==> src/rtl/pattern_receiver_if.sv <==
// ============================================================================
// pattern_receiver_if : serial pattern link plus capture/check result bus
// Rev 1.0 - initial release
// ============================================================================
`default_nettype none

interface pattern_receiver_if #(
  parameter int SIZESRDYN  = 16,
  parameter int SIZESRSTAT = 88,
  parameter int ERRW       = 8
);
  logic                  SDI;
  logic                  SELDYN;
  logic                  SELSTAT;
  logic [SIZESRDYN-1:0]  DYN_OUT;
  logic [SIZESRSTAT-1:0] STAT_OUT;
  logic                  DONE_DYN;
  logic                  DONE_STAT;
  logic                  MATCH;
  logic                  ABORT;
  logic [ERRW-1:0]       ERR_CNT;

  modport master (
    output SDI, SELDYN, SELSTAT,
    input  DYN_OUT, STAT_OUT, DONE_DYN, DONE_STAT, MATCH, ABORT, ERR_CNT
  );

  modport slave (
    input  SDI, SELDYN, SELSTAT,
    output DYN_OUT, STAT_OUT, DONE_DYN, DONE_STAT, MATCH, ABORT, ERR_CNT
  );
endinterface

`default_nettype wire

==> src/rtl/pattern_receiver.sv <==
// ============================================================================
// pattern_receiver : deserializes SELDYN/SELSTAT framed MSB-first frames and
//                    checks them against the expected dynamic/static words
// Rev 1.0 - initial release
// ============================================================================
`default_nettype none

module pattern_receiver #(
  parameter int                    SIZESRDYN  = 16,
  parameter int                    SIZESRSTAT = 88,
  parameter logic [SIZESRDYN-1:0]  EXPDYN     = 16'hABCD,
  parameter logic [SIZESRSTAT-1:0] EXPSTAT    = 88'h123456789ABCDEF1234567,
  parameter int                    ERRW       = 8
) (
  input  logic              CLK,
  input  logic              RST_N,
  pattern_receiver_if.slave link
);

  localparam int         CNTW        = 7;
  localparam [CNTW-1:0]  C_LEN_DYN   = CNTW'(SIZESRDYN);
  localparam [CNTW-1:0]  C_LEN_STAT  = CNTW'(SIZESRSTAT);

  typedef enum logic [1:0] {
    S_IDLE  = 2'd0,
    S_RX    = 2'd1,
    S_DRAIN = 2'd2
  } state_t;

  state_t                  state_q, state_d;
  logic                    mode_q, mode_d;   // 0 = dynamic, 1 = static
  logic [CNTW-1:0]         cnt_q, cnt_d;
  logic [SIZESRSTAT-1:0]   shreg_q, shreg_d;
  logic [SIZESRDYN-1:0]    dyn_out_q, dyn_out_d;
  logic [SIZESRSTAT-1:0]   stat_out_q, stat_out_d;
  logic                    done_dyn_q, done_dyn_d;
  logic                    done_stat_q, done_stat_d;
  logic                    match_q, match_d;
  logic                    abort_q, abort_d;
  logic [ERRW-1:0]         err_q, err_d;

  logic                    w_err_inc;
  logic                    w_own_sel;
  logic                    w_other_sel;
  logic [CNTW-1:0]         w_len;
  logic [SIZESRSTAT-1:0]   w_shift;
  logic                    w_match;

  // A single static-width register serves both modes; dynamic words occupy the low bits.
  assign w_shift     = {shreg_q[SIZESRSTAT-2:0], link.SDI};
  assign w_own_sel   = mode_q ? link.SELSTAT : link.SELDYN;
  assign w_other_sel = mode_q ? link.SELDYN  : link.SELSTAT;
  assign w_len       = mode_q ? C_LEN_STAT   : C_LEN_DYN;
  assign w_match     = mode_q ? (w_shift == EXPSTAT)
                              : (w_shift[SIZESRDYN-1:0] == EXPDYN);

  always_comb begin
    state_d     = state_q;
    mode_d      = mode_q;
    cnt_d       = cnt_q;
    shreg_d     = shreg_q;
    dyn_out_d   = dyn_out_q;
    stat_out_d  = stat_out_q;
    match_d     = match_q;
    done_dyn_d  = 1'b0;
    done_stat_d = 1'b0;
    abort_d     = 1'b0;
    w_err_inc   = 1'b0;

    case (state_q)
      S_IDLE: begin
        if (link.SELDYN ^ link.SELSTAT) begin
          shreg_d = {{(SIZESRSTAT-1){1'b0}}, link.SDI};
          mode_d  = link.SELSTAT;
          cnt_d   = CNTW'(1);
          state_d = S_RX;
        end
      end
      S_RX: begin
        if (!w_own_sel) begin
          abort_d   = 1'b1;
          w_err_inc = 1'b1;
          cnt_d     = '0;
          state_d   = S_IDLE;
        end else if (w_other_sel) begin
          abort_d   = 1'b1;
          w_err_inc = 1'b1;
          cnt_d     = '0;
          state_d   = S_DRAIN;
        end else begin
          shreg_d = w_shift;
          cnt_d   = cnt_q + CNTW'(1);
          if (cnt_d == w_len) begin
            // DRAIN exits on the first both-low edge, which also serves as the
            // mandatory gap cycle between frames.
            cnt_d     = '0;
            match_d   = w_match;
            w_err_inc = !w_match;
            state_d   = S_DRAIN;
            if (mode_q) begin
              stat_out_d  = w_shift;
              done_stat_d = 1'b1;
            end else begin
              dyn_out_d  = w_shift[SIZESRDYN-1:0];
              done_dyn_d = 1'b1;
            end
          end
        end
      end
      S_DRAIN: begin
        if (!link.SELDYN && !link.SELSTAT) begin
          state_d = S_IDLE;
        end
      end
      default: begin
        state_d = S_IDLE;
        cnt_d   = '0;
      end
    endcase

    err_d = err_q;
    if (w_err_inc && (err_q != {ERRW{1'b1}})) begin
      err_d = err_q + ERRW'(1);
    end
  end

  always_ff @(posedge CLK or negedge RST_N) begin
    if (!RST_N) begin
      state_q     <= S_IDLE;
      mode_q      <= 1'b0;
      cnt_q       <= '0;
      shreg_q     <= '0;
      dyn_out_q   <= '0;
      stat_out_q  <= '0;
      done_dyn_q  <= 1'b0;
      done_stat_q <= 1'b0;
      match_q     <= 1'b0;
      abort_q     <= 1'b0;
      err_q       <= '0;
    end else begin
      state_q     <= state_d;
      mode_q      <= mode_d;
      cnt_q       <= cnt_d;
      shreg_q     <= shreg_d;
      dyn_out_q   <= dyn_out_d;
      stat_out_q  <= stat_out_d;
      done_dyn_q  <= done_dyn_d;
      done_stat_q <= done_stat_d;
      match_q     <= match_d;
      abort_q     <= abort_d;
      err_q       <= err_d;
    end
  end

  assign link.DYN_OUT   = dyn_out_q;
  assign link.STAT_OUT  = stat_out_q;
  assign link.DONE_DYN  = done_dyn_q;
  assign link.DONE_STAT = done_stat_q;
  assign link.MATCH     = match_q;
  assign link.ABORT     = abort_q;
  assign link.ERR_CNT   = err_q;

endmodule

`default_nettype wire
==> src/flat_wrapper.sv <==
// flat-port wrapper written by rule: the top's interface ports become plain ports
module pattern_receiver_flat 
#(
  parameter int                    SIZESRDYN  = 16,
  parameter int                    SIZESRSTAT = 88,
  parameter logic [SIZESRDYN-1:0]  EXPDYN     = 16'hABCD,
  parameter logic [SIZESRSTAT-1:0] EXPSTAT    = 88'h123456789ABCDEF1234567,
  parameter int                    ERRW       = 8
)
  (CLK, RST_N, link_SDI, link_SELDYN, link_SELSTAT, link_DYN_OUT, link_STAT_OUT, link_DONE_DYN, link_DONE_STAT, link_MATCH, link_ABORT, link_ERR_CNT);
  pattern_receiver_if #(.SIZESRDYN(SIZESRDYN), .SIZESRSTAT(SIZESRSTAT), .ERRW(ERRW)) link_i ();
  input  logic CLK;
  input  logic RST_N;
  input wire logic [$bits(link_i.SDI)-1:0] link_SDI;
  input wire logic [$bits(link_i.SELDYN)-1:0] link_SELDYN;
  input wire logic [$bits(link_i.SELSTAT)-1:0] link_SELSTAT;
  output wire logic [$bits(link_i.DYN_OUT)-1:0] link_DYN_OUT;
  output wire logic [$bits(link_i.STAT_OUT)-1:0] link_STAT_OUT;
  output wire logic [$bits(link_i.DONE_DYN)-1:0] link_DONE_DYN;
  output wire logic [$bits(link_i.DONE_STAT)-1:0] link_DONE_STAT;
  output wire logic [$bits(link_i.MATCH)-1:0] link_MATCH;
  output wire logic [$bits(link_i.ABORT)-1:0] link_ABORT;
  output wire logic [$bits(link_i.ERR_CNT)-1:0] link_ERR_CNT;
  assign link_i.SDI = link_SDI;
  assign link_i.SELDYN = link_SELDYN;
  assign link_i.SELSTAT = link_SELSTAT;
  assign link_DYN_OUT = link_i.DYN_OUT;
  assign link_STAT_OUT = link_i.STAT_OUT;
  assign link_DONE_DYN = link_i.DONE_DYN;
  assign link_DONE_STAT = link_i.DONE_STAT;
  assign link_MATCH = link_i.MATCH;
  assign link_ABORT = link_i.ABORT;
  assign link_ERR_CNT = link_i.ERR_CNT;
  pattern_receiver #(.SIZESRDYN(SIZESRDYN), .SIZESRSTAT(SIZESRSTAT), .EXPDYN(EXPDYN), .EXPSTAT(EXPSTAT), .ERRW(ERRW)) u_core (.CLK(CLK), .RST_N(RST_N), .link(link_i));
endmodule
==> config.mk <==
export PLATFORM = sky130hd
export DESIGN_NAME = pattern_receiver_flat
export DESIGN_NICKNAME = d
export VERILOG_FILES = /design/src/rtl/pattern_receiver_if.sv /design/src/rtl/pattern_receiver.sv /design/src/flat_wrapper.sv
export SDC_FILE = /design/constraint.sdc
export NUM_CORES = 1
export LEC_CHECK = 0
export CAP_MARGIN = 30
export CORE_MARGIN = 2
export CORE_UTILIZATION = 31
export CTS_BUF_LIST = sky130_fd_sc_hd__clkbuf_8
export CTS_CLUSTER_DIAMETER = 200
export DETAILED_ROUTE_END_ITERATION = 6
export GPL_TIMING_DRIVEN = 0
export SETUP_SLACK_MARGIN = 0.3
export SYNTH_ARGS = -nofsm -noshare
export SYNTH_HDL_FRONTEND = slang
export SYNTH_SLANG_ARGS = --single-unit
==> constraint.sdc <==
create_clock -name CLK -period 3.2 [get_ports CLK]
set_input_delay 0.48 -clock CLK [delete_from_list [all_inputs] [get_ports CLK]]
set_output_delay 0.48 -clock CLK [all_outputs]
set_load 0.005 [all_outputs]
==> flow_summary_export.csv <==
group,metric,value,unit
outcome,outcome,"completed",
timing,tightest_slew,0.714,ns
critical_path,cp_max_fo,8,
synthesis,yosysUniqueCellTypes,50,
flow_run,cap_viol_max_count,0,
final_layout,layout_commonest_cell,"dfrtp_1",
power_and_ir_drop,worst_ir_drop_vdd,0.236,mV
critical_path,path_cells,"nand4b_1, or4_1, nor4_2, a311o_2, or3_1, mux2_2",
placement,dpl-instance-area,0.0106,sq mm
synthesis,syn_nets,781,
placement,place_inst,1273,
final_layout,stdcell_count,1343,
timing,timing.hold.ws,0.436,ns
synthesis,synth_xor_area_frac,0.00594,
critical_path,critical_path_cell_count,6,
routing,drtIter0Drc,370,
timing,slew_headroom,0.519,
synthesis,async_flop_share,1.00,
synthesis,synth_mux_area_frac,0.140,
synthesis,ys_seq_area_frac,0.603,
timing,period_share,0.847,
critical_path,end_kind,"register",
timing,hold_viol_final,0,
power_and_ir_drop,netSwitchingFraction,0.321,
timing,rsz0062_at_grt,"false",
synthesis,synth-compound-area-share,0.0709,
final_layout,drive_gt1_frac,0.178,
routing,firstDrtPassIters,5,
floorplan,core,0.0279,sq mm
synthesis,synth_top_family_by_area,"simple AND/OR/NAND/NOR gates",
power_and_ir_drop,p_int,4490,uW
routing,via_per_inst,4.71,
clock_tree,cts_buffers,39,
final_layout,nets,948,
clock_tree,clk_pin_slew,0.06,ns
floorplan,initial_utilization,0.317,
synthesis,netlist_area,0.00884,sq mm
routing,dr_total_vias,6319,
synthesis,ys_seq_elements,213,
critical_path,ff2ff_path_depth,6,
clock_tree,clock_latency,0.53,ns
final_layout,area_delta_synth_final,28.9,%
critical_path,arrival,3.11,ns
critical_path,crit_path_start_kind,"register",
timing,finalSetupViolCount,0,
timing,fin_tns_setup,0,ns
routing,ant_nets,0,
synthesis,yosys.area_share.simple,0.151,
power_and_ir_drop,clockPowerShare,0.373,
grt,grt_overflow,0,
clock_tree,clk_path_buf_depth,3,
grt,grtUsageTotal,0.149,
power_and_ir_drop,switchingPower,2120,uW
clock_tree,clock_sinks,213,
critical_path,path_class,"reg -> reg",
critical_path,max_stage_delay,0.60,ns
clock_tree,htree_levels,2,
power_and_ir_drop,combPwrFrac,0.188,
timing,fmax,0.369,GHz
final_layout,n_fill_cell,2733,
critical_path,cpLargestDelayFamily,"simple AND/OR/NAND/NOR gates",
routing,drc,0,
routing,wl,21.9,mm
placement,port_buffers,120,
timing,finalWorstPathRequiredPeriod,2.71,ns
clock_tree,clockRootBuffer,"clkbuf_8",
timing,fin_skew,0.0225,ns
critical_path,cp_slowest_cell,"or4_1",
power_and_ir_drop,leakagePower,0.00500,uW
final_layout,most-common-layout-cells,"dfrtp_1, nand2_1, clkdlybuf4s50_1",
grt,antenna_found_initial,0,
placement,gp_congestion,0.754,
critical_path,cp_data_required_time,3.60,ns
clock_tree,cts_tree,"built",
grt,grt_pass1_wl,35.8,mm
synthesis,synth_edf_count,0,
synthesis,postSynthCellCount,773,
synthesis,yosys_warnings,0,
power_and_ir_drop,p_per_area,580,mW/mm^2
floorplan,die_w,173,um
final_layout,antenna_cells,0,
floorplan,rows,61,
grt,grt_max_degree,85,
floorplan,num_io_pins,121,
synthesis,ys.flop_type,"dfrtp_1",
floorplan,die-area,0.0299,sq mm
critical_path,path_buf_inv,0,
routing,wl_per_cell,16.3,um
synthesis,synth-adder-area-share,0.00424,
grt,grt_pass1_vias,6380,
placement,dpl.hpwl,15.3,mm
timing,maxSlewViolCount,0,
floorplan,die_h,173,um
final_layout,design_area,0.0114,sq mm
power_and_ir_drop,p_seq_frac,0.439,
worst_hold_path,hold_path.class,"in -> async",
synthesis,syn-mean-instance-area,11.4,sq um
==> registers in the layout, summed over array words and instances, names as in the netlist <==
register               cells
u_core.cnt_q               7
u_core.mode_q              1
u_core.link.DONE_STAT      1
u_core.link.DYN_OUT       16
u_core.state_q             2
u_core.link.STAT_OUT      88
u_core.link.DONE_DYN       1
u_core.link.ABORT          1
u_core.link.MATCH          1
u_core.shreg_q            87
u_core.link.ERR_CNT        8
==> kinds of logic after synthesis <==
group | Yosys count
flops | 213
mux | 110
simple gates | 276
buf+inv | 50
fa+ha+maj | 3
xor+xnor | 6
compound gates | 115
==> routing by layer <==
metal / wire length, um / part of all wire / up-vias / track usage
li1: - / - / 3013 / -
met2: 10000 / 0.46 / 157 / 0.228
met1: 10200 / 0.47 / 3108 / 0.208
met3: 1060 / 0.049 / 41 / 0.0336
met4: 591 / 0.027 / 0 / 0.0498
met5: 0 / 0 / - / 0
==> timing repair <==
item / 4_1_cts / 5_1_grt
endpoints found under the hold margin: 47 / 0
hold buffers: 1 / 0
gates resized for setup: 4 / 10
setup buffers: 3 / 0
pin swaps: 2 / 2
endpoints found under the setup margin: 99 / 167
==> worst paths after layout <==
path                                     startpoint                  endpoint  slack, ns
min in group CLK           u_core.link.STAT_OUT[82]  u_core.link.STAT_OUT[82]       0.48
min                                           RST_N  u_core.link.STAT_OUT[42]       0.44
max in group asynchronous                     RST_N           u_core.cnt_q[0]       1.96
max reg2reg                      u_core.shreg_q[74]    u_core.link.ERR_CNT[1]       0.49
max                              u_core.shreg_q[74]    u_core.link.ERR_CNT[1]       0.49
min reg2reg                u_core.link.STAT_OUT[82]  u_core.link.STAT_OUT[82]       0.48
==> final cells by class <==
cell class | count | area, sq um | area share
plain buffers | 43 | 215 | 0.0189
clock buffers | 49 | 674 | 0.0592
clock inverters | 17 | 72.6 | 0.00637
inverters | 7 | 26.3 | 0.00231
multi-input cells | 510 | 3310 | 0.290
flip-flops and latches | 213 | 5330 | 0.468
well taps | 378 | 473 | 0.0415
repair buffers | 126 | 1290 | 0.114
==> Yosys cell counts, drive strengths merged, types with 8 or more instances <==
| cell type | n | area, sq um |
|---|---|---|
| nand2 | 187 | 702 |
| nor4bb | 8 | 80.1 |
| nand3 | 8 | 45.0 |
| nor3 | 8 | 51.3 |
| buf | 15 | 95.1 |
| dfrtp | 213 | 5330 |
| nand4 | 9 | 56.3 |
| nor2 | 14 | 52.6 |
| o21ai | 96 | 480 |
| clkbuf | 28 | 105 |
| mux2 | 108 | 1220 |
==> worst reg2reg max path, delay by kind of cell, from the launching register on <==
kind	cells	cell delay (ns)
compound gates	1	0.35
mux	1	0.34
flops	1	0.40
simple gates	4	1.48
==> stage by stage <==
| step | setup slack [ns] | power (uW) | util |
|---|---|---|---|
| 2_1_floorplan | 0.644 | 3690 | - |
| 3_3_place_gp | -7.56 | 4180 | 0.377 |
| 3_5_place_dp | -0.111 | 4200 | 0.379 |
| 4_1_cts | 0.302 | 6710 | 0.407 |
| 5_1_grt | 0.312 | 7000 | 0.408 |
| 6_report | 0.490 | 6610 | 0.408 |
==> power by group through the flow <==
stage | Combinational (uW) | Sequential (uW) | Clock (uW)
after global routing | 1410 | 2920 | 2670
after global placement | 1230 | 2950 | 0
after floorplan | 779 | 2910 | 0
after CTS | 1260 | 2900 | 2550
final | 1250 | 2900 | 2460
after detailed placement | 1250 | 2950 | 0
Power figures use the tool's default switching activity.
